### src/rtl/fetch_unit.sv
// Instruction-fetch stage: owns the PC, handshakes with instruction memory and
// presents the latched word to the control unit. Optional macro: FETCH_MISALIGN_EN.
module fetch_unit #(
  parameter int unsigned      XLEN     = 32,
  parameter logic [XLEN-1:0]  RESET_PC = '0
) (
  input  logic            clk,
  input  logic            reset,
  output logic            imem_req,
  output logic [XLEN-1:0] imem_addr,
  input  logic            imem_ready,
  input  logic [31:0]     imem_rdata,
  input  logic            stall,
  input  logic            pcsrc,
  input  logic [XLEN-1:0] imm,
  output logic [XLEN-1:0] pc,
  output logic [31:0]     instr,
  output logic            instr_valid,
  output logic [6:0]      opcode,
  output logic [2:0]      funct3,
  output logic            funct7,
  output logic            fault
);

  localparam logic [31:0] NOP = 32'h0000_0013;

`ifdef FETCH_MISALIGN_EN
  typedef enum logic [1:0] {S_FETCH, S_EXEC, S_HALT} state_t;
`else
  typedef enum logic [1:0] {S_FETCH, S_EXEC} state_t;
`endif

  state_t          state_q, state_d;
  logic [XLEN-1:0] pc_q, pc_d;
  logic [31:0]     instr_q, instr_d;
  logic            instr_valid_q, instr_valid_d;

  logic [XLEN-1:0] branch_sum;
  logic [XLEN-1:0] target;
  logic [XLEN-1:0] pc_next;
  logic            misalign;
  logic            exec_go;

  assign branch_sum = pc_q + imm;
  assign target     = pcsrc ? branch_sum : pc_q + XLEN'(4);
  assign exec_go    = (state_q == S_EXEC) && !stall;

`ifdef FETCH_MISALIGN_EN
  assign misalign = pcsrc && (branch_sum[1:0] != 2'b00);
  assign pc_next  = target;
`else
  // Without fault reporting the target is simply word-aligned.
  assign misalign = 1'b0;
  assign pc_next  = target & ~XLEN'(3);
`endif

  // State register
  always_ff @(posedge clk) begin
    if (reset) begin
      state_q <= S_FETCH;
    end else begin
      state_q <= state_d;
    end
  end

  // Next-state logic
  always_comb begin
    state_d = state_q;
    case (state_q)
      S_FETCH: if (imem_ready) state_d = S_EXEC;
      S_EXEC: begin
        if (!stall) begin
`ifdef FETCH_MISALIGN_EN
          state_d = misalign ? S_HALT : S_FETCH;
`else
          state_d = S_FETCH;
`endif
        end
      end
`ifdef FETCH_MISALIGN_EN
      S_HALT:  state_d = S_HALT;
`endif
      default: state_d = S_FETCH;
    endcase
  end

  // Datapath registers
  always_comb begin
    pc_d          = pc_q;
    instr_d       = instr_q;
    instr_valid_d = instr_valid_q;
    case (state_q)
      S_FETCH: begin
        if (imem_ready) begin
          instr_d       = imem_rdata;
          instr_valid_d = 1'b1;
        end
      end
      S_EXEC: begin
        if (!stall) begin
          instr_valid_d = 1'b0;
          if (!misalign) pc_d = pc_next;
        end
      end
      default: instr_valid_d = 1'b0;
    endcase
  end

  always_ff @(posedge clk) begin
    if (reset) begin
      pc_q          <= RESET_PC;
      instr_q       <= NOP;
      instr_valid_q <= 1'b0;
    end else begin
      pc_q          <= pc_d;
      instr_q       <= instr_d;
      instr_valid_q <= instr_valid_d;
    end
  end

`ifdef FETCH_MISALIGN_EN
  logic fault_q, fault_d;

  assign fault_d = fault_q | (exec_go && misalign);

  always_ff @(posedge clk) begin
    if (reset) begin
      fault_q <= 1'b0;
    end else begin
      fault_q <= fault_d;
    end
  end

  assign fault = fault_q;
`else
  assign fault = 1'b0;
`endif

  // Output logic: the request is dropped as soon as reset rises
  always_comb begin
    imem_req  = (state_q == S_FETCH) && !reset;
    imem_addr = pc_q;
  end

  assign pc          = pc_q;
  assign instr       = instr_q;
  assign instr_valid = instr_valid_q;
  assign opcode      = instr_q[6:0];
  assign funct3      = instr_q[14:12];
  assign funct7      = instr_q[30];

endmodule
### config.mk
export PLATFORM = sky130hd
export DESIGN_NAME = fetch_unit
export DESIGN_NICKNAME = d
export VERILOG_FILES = /design/src/rtl/fetch_unit.sv
export SDC_FILE = /design/constraint.sdc
export NUM_CORES = 1
export LEC_CHECK = 0
export ABC_AREA = 1
export CELL_PAD_IN_SITES_DETAIL_PLACEMENT = 0
export CELL_PAD_IN_SITES_GLOBAL_PLACEMENT = 1
export CORE_MARGIN = 2
export CORE_UTILIZATION = 27
export CTS_BUF_LIST = sky130_fd_sc_hd__clkbuf_2
export DETAILED_ROUTE_END_ITERATION = 10
export HOLD_SLACK_MARGIN = 0.1
export PLACE_DENSITY_LB_ADDON = 0.1
export SETUP_SLACK_MARGIN = 0.05
export SYNTH_ARGS = -nofsm -noshare
export SYNTH_HDL_FRONTEND = slang
export SYNTH_SLANG_ARGS = --single-unit
### constraint.sdc
create_clock -name clk -period 3.15 [get_ports clk]
set_input_delay 0.63 -clock clk [delete_from_list [all_inputs] [get_ports clk]]
set_output_delay 0.63 -clock clk [all_outputs]
set_load 0.02 [all_outputs]
Yosys cells after proc, flatten, opt, wreduce, memory -nomap -nowiden
Cells that the tools add are included.

Output and inout port bits: 110. Logic and storage cells: 23. Register bits: 65.

Multiplexer cells: 7. Eq/ne operators: 3. Bitwise gates (word level): 1. Add/sub/neg operators: 2. Reductions and logical operators: 6.

Operators with widths (count): 32-bit by 3-bit adder with 32-bit output (second input constant) (1); 32-bit adder (1); 32-bit 2-to-1 mux (1); 2-bit AND reduction (3); 2-bit 2-to-1 mux (2); 2-bit inequality test (second input constant) (2); 2-bit one-hot mux with 2 select lines (1); 2-bit by 1-bit == test with 1-bit output (second input constant) (1); 2-bit zero test (1); 1-bit 2-to-1 mux (2); 1-bit one-hot mux with 2 select lines (1); 1-bit logical AND (1); 1-bit zero test (1); 1-bit inverter (1).

Longest topological paths before layout
Word-level depth: 3. Depth in mapped cells: 17. Gate-level depth less buffers: 16.

Least setup slack after synthesis
Ideal clock, no wire load.

Path kind: input to register. From: in pcsrc. To: reg pc_q[22], in the netlist imem_addr[22]. Arrival: 2386 ps. Library setup time: 109 ps. Stages on the path: 15. Buffers on the path: 2. Required time: 3041 ps. Setup slack: 655 ps. Cells stage by stage: clkbuf_1 > buf_1 > nand2_1 > inv_1 > ha_1 > nand2_2 > inv_1 > a21oi_4 > nand3_2 > nand2_1 > nand2_1 > nand2_1 > nand3_1 > nand2_1 > inv_1.

Cells in the longest elaborated chain, start to end: 1.

Ends and longest elaborated chain: start, declared (RTL line 14) `input logic pcsrc,`; 32-bit 2-to-1 mux (RTL line 45) `assign target = pcsrc ? branch_sum : pc_q + XLEN'(4);`; end signal, assigned (RTL line 115) `pc_q <= pc_d;`; end, declared (RTL line 34) `logic [XLEN-1:0] pc_q, pc_d;`.

Every way passes these cells. A chain may end at the register's enable or synchronous reset.

Worst setup path after layout
From: in pcsrc. To: reg pc_q[30], in the netlist imem_addr[30].

Same word-level chain as after synthesis.

==> run_results.csv <==
group,metric,value,unit
yosys,synthFlopType,"dfxtp_1",
clocking,cts_sinks,63,
sta,max_freq,401.0,MHz
sta,tns,0,ps
placement,place_area,6794,um^2
clocking,cts_buffer_depth,2,
flow_run,cap_violations,0,
floorplan,initial_core_util,0.2741,
layout,final_common_cell,"nand2_1",
floorplan,chipWidth,141.6,um
worst_hold_path,worstHoldPathType,"flip-flop to flip-flop",
sta,hold_slack,501.3,ps
setup_path,cp.arrival,2950,ps
power,netSwitchingFraction,0.3955,
clocking,root_buffer,"clkbuf_2",
power,internal_power,1.325,mW
layout,area_delta_synth_final,34.84,%
floorplan,rows,50,
route,ant_nets,0,
grt,grt_usage,0.1655,
floorplan,dieArea,20040,um^2
placement,hpwlAfterDp,12840,um
yosys,avgSynthCellArea,5.949,um^2
yosys,ys_ff_latch,63,
placement,io_buffers,171,
floorplan,core,18640,um^2
power,power.total,2.193,mW
floorplan,num_io_pins,179,
yosys,ys_async_sr_fraction,0,
power,pwr-share-clk,0.218,
grt,grt_pass1_wl,25950,um
power,power.density,318.2,nW/um^2
sta,hold_viol,0,
placement,gp_congestion,0.7904,
sta,finClkSkew,37.34,ps
clocking,htree_levels,3,
grt,overflow,0,
sta,setup_viol,0,
clocking,postCtsHoldBufs,0,
grt,grt_antenna_before_repair,1,
layout,post-route-util,0.3696,
sta,min_period,2494,ps
clocking,clkLatencyLatePin,560,ps
clocking,cts_buffers,9,
sta,relSlewSlack,0.3050,
setup_path,end_kind,"flip-flop",
setup_path,crit_type,"input port to flip-flop",
floorplan,chipHeight,141.6,um
clocking,clk_pin_slew,240,ps
layout,layout_common_cells,"nand2_1, clkdlybuf4s50_1, nor2_1",
route,vias_per_cell,4.255,
layout,drive_gt1_frac,0.07049,
yosys,ys.warnings.count,0,
outcome,status,"finished clean",
setup_path,start_kind,"input port",
sta,grt_setup_unrepaired,"false",
power,vdd_ir_drop_max,158.4,uV
sta,layout_setup_ws,656.1,ps
power,p_seq_frac,0.414,
placement,dp_cells,1211,
route,drc,0,
power,power_switching,0.8672,mW
yosys,syn_area,5110,um^2
clocking,post-cts-setup-buffers,0,
sta,post-route-period-util,0.7917,
route,via_count,5225,
route,routed_wl,16430,um
grt,grt_pass1_vias,5041,
sta,tightest_slew,1041,ps
clocking,tritoncts,"done",
yosys,syn_inst,859,
power,combinationalPowerShare,0.368,
setup_path,cp_data_required_time,3600,ps
yosys,ys_types,33,
layout,instances_no_fill,1228,
layout,fin_area,6890,um^2
route,dr.pass1.iters,5,
route,wl_per_cell,13.38,um
grt,grt_max_degree,38,
yosys,synth-edff-count,0,
placement,dp_slack,54.80,ps
yosys,ys_seq_area_frac,0.2468,
route,drtIter0Drc,195,
layout,final_nets,1087,
clocking,post_cts_resized,0,
sta,drv_slew,0,
power,p_leak,3.675,nW
setup_path,critPathMaxFanout,4,
kinds of logic after synthesis:
kind of cell	after synthesis	synth area share
and+or+nand+nor	450	0.3663
buffers and inverters	219	0.1959
AOI/OAI and AO/OA	85	0.09648
DFF	63	0.2468
adders and majority gates	30	0.07493
xor gates and xnor gates	11	0.01885
other	1	0.0007339
power groups by stage:
stage	Sequential, mW	Clock, mW	Combinational, mW
after floorplan	0.988	0	0.424
after global placement	0.924	0	0.817
final	0.908	0.478	0.807
after CTS	0.910	0.521	0.819
after global routing	0.919	0.539	0.889
after detailed placement	0.924	0	0.813
synth_stat cells, drive strengths merged, types with 2 or more instances:
master  instances  area share
dfxtp          63        0.25
clkbuf         15       0.011
nor2          159        0.13
ha             29       0.071
nor3            2      0.0029
nand3          46       0.050
nand2         239        0.18
nand4           4      0.0049
a21oi          27       0.031
o21bai          6       0.012
o21ai          47       0.046
xor2           11       0.019
a21o            2      0.0029
buf            52       0.073
inv           152        0.11
per-layer routing:
metal / global-route usage / share of wire / routed length, um
met2: 0.2662 / 0.44 / 7281
met1: 0.2138 / 0.47 / 7727
met5: 0 / 0 / 0
met3: 0.05231 / 0.076 / 1242
met4: 0.04579 / 0.011 / 182
final timing paths:
kind	to	from	cells past startpoint	slack, ps
max reg2reg	imem_addr[30]	imem_addr[2]	13	970
max	imem_addr[30]	pcsrc	15	660
min reg2reg	instr[0]	instr[0]	2	500
min	instr[0]	instr[0]	2	500
cell type report:
cell class,instances,area [um^2]
Fill cell,2089,11750
Multi-Input combinational cell,581,2870
Timing Repair Buffer,181,1799
Sequential cell,63,1261
Inverter,152,570.5
Tap cell,234,292.8
Clock inverter,7,48.80
Clock buffer,9,45.04
Antenna cell,1,2.502
registers in the layout, indices dropped and copies added, names as in the netlist:
name and flops:
instr_valid 1, instr 32, imem_addr 30
worst max-delay path: stages:
cell and delay (ps):
clkdlybuf4s50_1 530, nand2_1 130, ha_1 160, inv_1 50
fa_1 400, inv_1 100, nand3_1 70, nand3_1 210
nand3_1 120, nand3_2 150, nand2_2 110, nand3_1 90
nand2_1 50, nor2_1 90, nor2_1 40
(Power assumes the default switching activity.)
